## src/rtl/uart_pkg.sv

```systemverilog
// Shared types and constants for the UART receive path.
// Parity mode encodings match the PARITY parameter of uart_rx.
package uart_pkg;

    typedef enum logic [2:0] {
        WAIT_IDLE,
        IDLE,
        START,
        DATA,
        PAR,
        STOP
    } rx_state_t;

    localparam int PARITY_NONE = 0;
    localparam int PARITY_ODD  = 1;
    localparam int PARITY_EVEN = 2;

    // Parity bit a correct transmitter would append to d in the given mode.
    function automatic logic exp_parity(input logic [7:0] d, input int mode);
        return (mode == PARITY_ODD) ? ~(^d) : (^d);
    endfunction

endpackage

```

## src/rtl/sync_fifo.sv

```systemverilog
// First-word-fall-through synchronous FIFO, depth 2**ASIZE.
// Push and pop in the same cycle are both accepted, including when full.
module sync_fifo #(
    parameter int DATA_WIDTH = 8,
    parameter int ASIZE      = 4
) (
    input  logic                  clk,
    input  logic                  rst,
    input  logic                  i_push,
    input  logic [DATA_WIDTH-1:0] i_data,
    input  logic                  i_pop,
    output logic [DATA_WIDTH-1:0] o_data,
    output logic                  o_full,
    output logic                  o_empty
);

    logic [DATA_WIDTH-1:0] r_mem [0:(2**ASIZE)-1];
    logic [ASIZE:0]        r_wptr;
    logic [ASIZE:0]        r_rptr;
    logic                  w_do_push;
    logic                  w_do_pop;

    assign o_empty   = (r_wptr == r_rptr);
    assign o_full    = (r_wptr[ASIZE] != r_rptr[ASIZE]) &&
                       (r_wptr[ASIZE-1:0] == r_rptr[ASIZE-1:0]);
    assign w_do_pop  = i_pop & ~o_empty;
    assign w_do_push = i_push & (~o_full | i_pop);
    assign o_data    = o_empty ? '0 : r_mem[r_rptr[ASIZE-1:0]];

    always_ff @(posedge clk) begin
        if (w_do_push)
            r_mem[r_wptr[ASIZE-1:0]] <= i_data;
    end

    always_ff @(posedge clk or posedge rst) begin
        if (rst) begin
            r_wptr <= '0;
            r_rptr <= '0;
        end else begin
            if (w_do_push)
                r_wptr <= r_wptr + 1'b1;
            if (w_do_pop)
                r_rptr <= r_rptr + 1'b1;
        end
    end

endmodule

```

## src/rtl/uart_rx.sv

```systemverilog
// UART receiver: 8 data bits LSB first, optional parity, 1 stop bit,
// 3-sample majority vote per bit, received bytes queued in a FWFT FIFO.
module uart_rx
    import uart_pkg::*;
#(
    parameter int CLK_DIV    = 434,
    parameter int PARITY     = 0,
    parameter int FIFO_ASIZE = 4
) (
    input  logic       clk,
    input  logic       rst,
    input  logic       i_uart_rx,
    output logic       o_valid,
    output logic [7:0] o_data,
    input  logic       i_ready,
    output logic       o_frame_err,
    output logic       o_parity_err,
    output logic       o_overrun
);

    localparam logic [15:0] LAST = 16'(CLK_DIV - 1);
    localparam logic [15:0] S0   = 16'(CLK_DIV / 2 - 1);
    localparam logic [15:0] S1   = 16'(CLK_DIV / 2);
    localparam logic [15:0] S2   = 16'(CLK_DIV / 2 + 1);

    rx_state_t   r_state;
    logic        r_sync1;
    logic        r_sync2;
    logic        r_rxs_prev;
    logic [15:0] r_cnt;
    logic        r_s0;
    logic        r_s1;
    logic [7:0]  r_shift;
    logic [2:0]  r_bit_idx;
    logic        r_par_err;
    logic        r_frame_err;
    logic        r_parity_err;
    logic        r_overrun;

    logic        w_vote;
    logic        w_at_vote;
    logic        w_push;
    logic        w_pop;
    logic        w_full;
    logic        w_empty;

    assign w_vote    = (r_s0 & r_s1) | (r_s0 & r_sync2) | (r_s1 & r_sync2);
    assign w_at_vote = (r_cnt == S2);
    assign w_pop     = o_valid & i_ready;
    assign w_push    = (r_state == STOP) && w_at_vote && w_vote && !r_par_err &&
                       (!w_full || w_pop);

    assign o_valid      = ~w_empty;
    assign o_frame_err  = r_frame_err;
    assign o_parity_err = r_parity_err;
    assign o_overrun    = r_overrun;

    always_ff @(posedge clk or posedge rst) begin
        if (rst) begin
            r_sync1    <= 1'b1;
            r_sync2    <= 1'b1;
            r_rxs_prev <= 1'b1;
            r_s0       <= 1'b0;
            r_s1       <= 1'b0;
        end else begin
            r_sync1    <= i_uart_rx;
            r_sync2    <= r_sync1;
            r_rxs_prev <= r_sync2;
            if (r_cnt == S0)
                r_s0 <= r_sync2;
            if (r_cnt == S1)
                r_s1 <= r_sync2;
        end
    end

    always_ff @(posedge clk or posedge rst) begin
        if (rst) begin
            r_state      <= WAIT_IDLE;
            r_cnt        <= '0;
            r_shift      <= '0;
            r_bit_idx    <= '0;
            r_par_err    <= 1'b0;
            r_frame_err  <= 1'b0;
            r_parity_err <= 1'b0;
            r_overrun    <= 1'b0;
        end else begin
            r_frame_err  <= 1'b0;
            r_parity_err <= 1'b0;
            r_overrun    <= 1'b0;
            if (r_state != WAIT_IDLE && r_state != IDLE)
                r_cnt <= (r_cnt == LAST) ? '0 : r_cnt + 16'd1;

            case (r_state)
                // Synchronizer flops reset high, so give them two cycles to
                // reflect the real line before trusting a "high" reading.
                WAIT_IDLE: begin
                    if (r_cnt != 16'd2)
                        r_cnt <= r_cnt + 16'd1;
                    else if (r_sync2) begin
                        r_state <= IDLE;
                        r_cnt   <= '0;
                    end
                end
                IDLE: begin
                    if (r_rxs_prev && !r_sync2) begin
                        r_state <= START;
                        r_cnt   <= '0;
                    end
                end
                START: begin
                    if (w_at_vote) begin
                        if (w_vote) begin
                            r_state <= IDLE;
                            r_cnt   <= '0;
                        end else begin
                            r_state   <= DATA;
                            r_bit_idx <= '0;
                            r_par_err <= 1'b0;
                        end
                    end
                end
                DATA: begin
                    if (w_at_vote) begin
                        r_shift   <= {w_vote, r_shift[7:1]};
                        r_bit_idx <= r_bit_idx + 3'd1;
                        if (r_bit_idx == 3'd7)
                            r_state <= (PARITY != PARITY_NONE) ? PAR : STOP;
                    end
                end
                PAR: begin
                    if (w_at_vote) begin
                        r_par_err <= (w_vote != exp_parity(r_shift, PARITY));
                        r_state   <= STOP;
                    end
                end
                STOP: begin
                    if (w_at_vote) begin
                        r_cnt <= '0;
                        if (!w_vote) begin
                            r_frame_err <= 1'b1;
                            r_state     <= WAIT_IDLE;
                        end else if (r_par_err) begin
                            r_parity_err <= 1'b1;
                            r_state      <= IDLE;
                        end else if (w_full && !w_pop) begin
                            r_overrun <= 1'b1;
                            r_state   <= IDLE;
                        end else begin
                            r_state <= IDLE;
                        end
                    end
                end
                default: begin
                    r_state <= WAIT_IDLE;
                    r_cnt   <= '0;
                end
            endcase
        end
    end

    sync_fifo #(
        .DATA_WIDTH (8),
        .ASIZE      (FIFO_ASIZE)
    ) u_fifo (
        .clk     (clk),
        .rst     (rst),
        .i_push  (w_push),
        .i_data  (r_shift),
        .i_pop   (w_pop),
        .o_data  (o_data),
        .o_full  (w_full),
        .o_empty (w_empty)
    );

endmodule

```

## config.mk

```make
export PLATFORM = sky130hd
export DESIGN_NAME = uart_rx
export DESIGN_NICKNAME = d
export VERILOG_FILES = /design/src/rtl/uart_pkg.sv /design/src/rtl/sync_fifo.sv /design/src/rtl/uart_rx.sv
export SDC_FILE = /design/constraint.sdc
export NUM_CORES = 1
export LEC_CHECK = 0
export BUFFER_PORTS_ARGS = -buffer_cell sky130_fd_sc_hd__buf_2
export CORE_MARGIN = 1.5
export CORE_UTILIZATION = 48
export DETAILED_ROUTE_END_ITERATION = 8
export GPL_TIMING_DRIVEN = 0
export PLACE_DENSITY_LB_ADDON = 0.25
export SYNTH_ARGS = -nofsm -noshare
export SYNTH_HDL_FRONTEND = slang
export SYNTH_SLANG_ARGS = --single-unit
```

## constraint.sdc

```tcl
create_clock -name clk -period 4.1 [get_ports clk]
set_clock_uncertainty 0.1 [all_clocks]
set_input_delay 0.82 -clock clk [delete_from_list [all_inputs] [get_ports clk]]
set_output_delay 0.82 -clock clk [all_outputs]
set_load 0.05 [all_outputs]
```

== Yosys cells after proc, flatten, opt, wreduce, memory -nomap -nowiden ==
Memories as Yosys holds them, arrays and structs flattened.
Index checks and enable logic that the tools add are counted.
Storage, ports and cells
  RAM bits: 128
  output and inout port bits: 12
  register bits: 49
  memories: 1
  input bits: 4
Cells by class
  reduce and logical (&&, ||, !) cells: 23
  equal/unequal tests: 25
  add/sub/neg operators: 4
  muxes and demuxes: 43
  bitwise operators: 11
Memories
  u_fifo.r_mem: depth 16, bits a word 8, rd ports 1, clocked after Yosys merged registers in 0, wr ports 1, line sync_fifo.sv:17  | logic [DATA_WIDTH-1:0] r_mem [0:(2**ASIZE)-1];
Operators with widths (count)
  two-way mux 16 bit: 8
  case mux 16 bit (5 select lines): 1
  == test 16 x 8 -> 1 bit (second input constant): 3
  two-way mux 3 bit: 11
  two-way mux 1 bit: 18
  inequality test 2 bit (second input constant): 9
  case mux 3 bit (6 select lines): 1
  adder 16 x 1 -> 16 bit (second input constant): 1
  == test 16 x 9 -> 1 bit (second input constant): 1
  inequality test 16 x 2 -> 1 bit (second input constant): 1
  adder 5 x 1 -> 5 bit (second input constant): 2
  == test 3 bit (second input constant): 3
  logical AND 1 bit: 8
  two-way mux 8 bit: 1
  AND reduction 4 bit: 2
  AND reduction 8 bit: 1
  parity 8 bit: 1
  bitwise AND 1 bit: 6
  == test 3 x 2 -> 1 bit (second input constant): 2
  case mux 3 bit (2 select lines): 1
  == test 5 bit: 1
  == test 4 bit: 1
  zero test 1 bit: 4
  nonzero test 2 bit: 2
  other kinds (13): 17

== Depth between registers and ports, before layout ==
  depth in word-level cells: 10
  depth in mapped cells: 8
  mapped depth without buffers: 7

== Cells and area by module ==
Synthesis repeated with hierarchy kept, for this count alone.
Unflattened totals
  cells, all modules: 518
  area, all modules: 7900.1 um^2
Modules (own cells, without submodules)
  sync_fifo: area each 5562.8 um^2, instances 1, cells an instance 270, seq. area each 4093.9 um^2
  uart_rx: area each 2337.2 um^2, instances 1, cells an instance 248, seq. area each 979.7 um^2

== Least setup slack after synthesis ==
No wires, ideal clock.
  path type: register to output
  from: reg u_fifo.r_rptr[0]
  to: out o_data[0]
  cell stages (with the launch flop): 6
  arrival time: 2.413 ns
  setup slack: 0.767 ns
  path through: dfrtp_1 buf_2 buf_1 mux4_2 mux4_2 and2_1
Between the ends
  longest elaborated chain between the ends: 2
  elaborated cells between the ends (all ways): 3
Ends and longest elaborated chain
  start: declaration: line sync_fifo.sv:19  | logic [ASIZE:0] r_rptr;
  start signal: assignment: line sync_fifo.sv:43  | r_rptr <= r_rptr + 1'b1;
  memory (16 x 8 bit) or == test 5 bit (tied branches)
  two-way mux 8 bit (*): line sync_fifo.sv:28  | assign o_data = o_empty ? '0 : r_mem[r_rptr[ASIZE-1:0]];
  end: declaration: line uart_rx.sv:14  | output logic [7:0] o_data,
Every way passes the cells marked *; elsewhere a longest branch is shown, timed or not.

== Worst setup path after layout ==
  from: reg u_fifo.r_rptr[0]
  to: out o_data[3]
The elaborated chain is that of the path after synthesis.

==> flow_summary.yaml <==
yosys:
  avgSynthCellArea_um2: 15.86
  syn-num-nets: 502
  synth_area_leaders: "edfxtp_1, dfrtp_1, mux4_2"
  synthDistinctLibCells: 53
  synthCells: 487
  yosysMostFrequentCell: "edfxtp_1"
  ys_async_sr_fraction_pct: 27.68
  synth_commonest_cells: "edfxtp_1, dfrtp_1, mux4_2"
  netlist_area_um2: 7725
  synth.top_cell.area_share_pct: 49.76
  synth-warning-count: 0
  ys_ff_latch: 177
  synth_edf_count: 128
  yosys.area.top_type: "edfxtp_1"
  yosysSeqAreaShare_pct: 65.68
  synthFlopType: "edfxtp_1"
global_routing:
  antenna_found_initial: 0
  use_met1_pct: 23.63
  busiest_layer: "met2"
  grt_pass1_wl_um: 23050
  grt_overflow: 0
  grt_pass1_vias: 4269
  grt_max_degree: 26
  gr-usage-met3_pct: 4.510
  grtUsageTotal_pct: 18.54
  grt_util_met2_pct: 31.37
clocking:
  cts_tree: "yes"
  cts_setup_buffers: 0
  path_clk_slew_ps: 70
  hold_buffers: 0
  htreeDepth: 4
  cts_buffers: 17
  cts.sinks: 177
  root_buffer: "clkbuf_16"
  insertion_delay_ps: 420
  cts_buffer_depth: 2
routing:
  routed_via_density: 5.687
  dr.pass1.iters: 5
  drt-wirelength-per-cell_um: 19.32
  routed_wl_um: 14510
  drc: 0
  drtIter0Drc: 344
  postRouteAntennaNets: 0
  routed-via-count: 4271
setup_path:
  critPathMaxFanout: 10
  worstPathRequired_ps: 3180
  critPathKind: "reg -> out"
  crit_arrival_ps: 2990
  worst_setup_path_start_kind: "flip-flop"
  end_kind: "primary output"
floorplan:
  fp-row-count: 46
  fp.dieW_um: 129.9
  die_h_um: 129.9
  io_pins: 16
  start_util_pct: 48.81
  dieArea_um2: 16860
  coreArea_um2: 15830
hold_path:
  hold_class: "reg -> reg"
timing:
  setup_tns_ps: 0
  slew_violations: 0
  hold_viol_final: 0
  setup_viol: 0
  max_slew_margin_pct: 39.03
  tightest_slew_ps: 907.6
  rsz0062_at_grt: "no"
  period_share_pct: 95.31
  max_freq_mhz: 255.9
  post-route-min-period_ps: 3908
finish:
  areaGrowthSynthToFinish_pct: 12.65
  nets: 537
  post_route_cells_drive_above_1_share_pct: 22.24
  multi_input_area_um2: 2516
  diodes: 0
  post-route-util_pct: 54.98
  fillCellCount: 1261
  stdcell_area_um2: 8702
  regArea_um2: 5074
pwr:
  p_leak_nw: 3.200
  irDropWorstVdd_v: 0.0002677
  power_density_nw_per_um2: 446.6
placed_design:
  io_buffers: 15
  hpwlAfterDp_um: 10240
  dpl-instance-area_um2: 8090
  place_congestion: 0.8470
run:
  drv_cap: 0
outcome:
  status: "complete, no violations"
-- layout make-up --
type                       count  share of cell area (%)
timing repair buffer          16                   1.093
tap                          216                   3.106
multi-input combinational    276                   28.91
clock buffer                  17                   4.889
sequential                   177                   58.30
buffer                        27                   1.582
inverter                       7                  0.3019
clock inverter                15                   1.812
-- state kept, by name (all words and copies together) (netlist names), 3 cells and up --
register and flops:
r_bit_idx 3, u_fifo.r_mem 128, u_fifo.r_wptr 5, r_shift 8, r_cnt 16, u_fifo.r_rptr 5, r_state 3
-- stage by stage --
stage,hold slack [ps],power [W],cells,setup WS (ps)
2_1_floorplan,245.2,0.002258,487,767.1
5_1_grt,264.1,0.004024,751,47.64
6_report,254.4,0.003886,751,192.2
3_5_place_dp,247.5,0.002332,719,354.9
3_3_place_gp,246.7,0.002324,718,349.8
4_1_cts,258.3,0.003912,751,121.7
-- where the power goes --
part	leakage (nW)	total, W	internal (W)	switching (W)
Clock	0.278	0.00159	0.000902	0.000686
Sequential	1.91	0.00199	0.00195	0.0000440
Combinational	1.01	0.000306	0.000116	0.000190
Total	3.20	0.00389	0.00297	0.000920
-- worst max-delay path, stage by stage, from the launching register on --
cell and delay (ps):
dfrtp_1 350, buf_2 250, clkdlybuf4s15_2 510, mux4_2 590, mux4_2 480, and2_1 180
buf_2 210
-- timing repair --
item                                    CTS  global route
resized for setup                         6             1
endpoints found under the hold margin     0             0
endpoints found under the setup margin    8             8
pin swaps                                 0             0
gates cloned                              0             0
-- placed cells by master (no fill, tap or decap), types with 3 or more instances in the layout --
| cell type | instances |
|---|---|
| mux4_2 | 40 |
| and4_1 | 3 |
| a21oi_1 | 10 |
| nor4_2 | 3 |
| mux2i_1 | 4 |
| nand2b_1 | 5 |
| nor3_1 | 10 |
| clkinv_4 | 4 |
| inv_6 | 3 |
| inv_1 | 6 |
| nand2_1 | 26 |
| buf_2 | 17 |
| clkdlybuf4s15_2 | 3 |
| a41oi_1 | 4 |
| and3_1 | 27 |
| mux2_2 | 11 |
| clkbuf_1 | 19 |
| nor2_1 | 15 |
| edfxtp_1 | 128 |
| xor2_1 | 5 |
| o21ai_0 | 11 |
| xnor2_1 | 16 |
| or4_1 | 3 |
| clkinvlp_4 | 3 |
| ha_1 | 11 |
| nor3b_1 | 3 |
| a311oi_1 | 3 |
| nand3_1 | 16 |
| dfrtp_1 | 46 |
| nor2b_1 | 6 |
| and2_1 | 11 |
| nor4_1 | 5 |
| a31oi_1 | 4 |
| dfstp_2 | 3 |
| clkbuf_16 | 17 |
-- per-layer routing --
| metal | vias to the layer above | routed length (um) |
|---|---|---|
| met1 | 2186 | 6227 |
| met5 | - | 0 |
| met4 | 0 | 167 |
| li1 | 1969 | - |
| met3 | 17 | 601 |
| met2 | 99 | 7514 |
-- worst paths after layout --
path	startpoint	to	slack (ps)	cells past startpoint
max	u_fifo.r_rptr[0]	o_data[3]	190	6
min	r_sync1	r_sync2	250	0
max reg2reg	r_cnt[12]	u_fifo.r_mem[12][4]	870	6
min reg2reg	r_sync1	r_sync2	250	0
max in group asynchronous	rst	r_rxs_prev	2930	3
min in group asynchronous	rst	r_cnt[13]	350	2
-- logic make-up after synthesis --
kind of cell             Yosys count  synth area share [%]
AO/OA/AOI/OAI                     44                 3.839
multiplexers                      55                 13.78
buffers and inverters             34                 1.830
flip-flops                       177                 65.68
adder cells (fa/ha/maj)           12                 1.911
XOR/XNOR                          21                 2.381
AND/OR/NAND/NOR                  144                 10.58
Note: power is estimated with default switching activity, not from simulation.
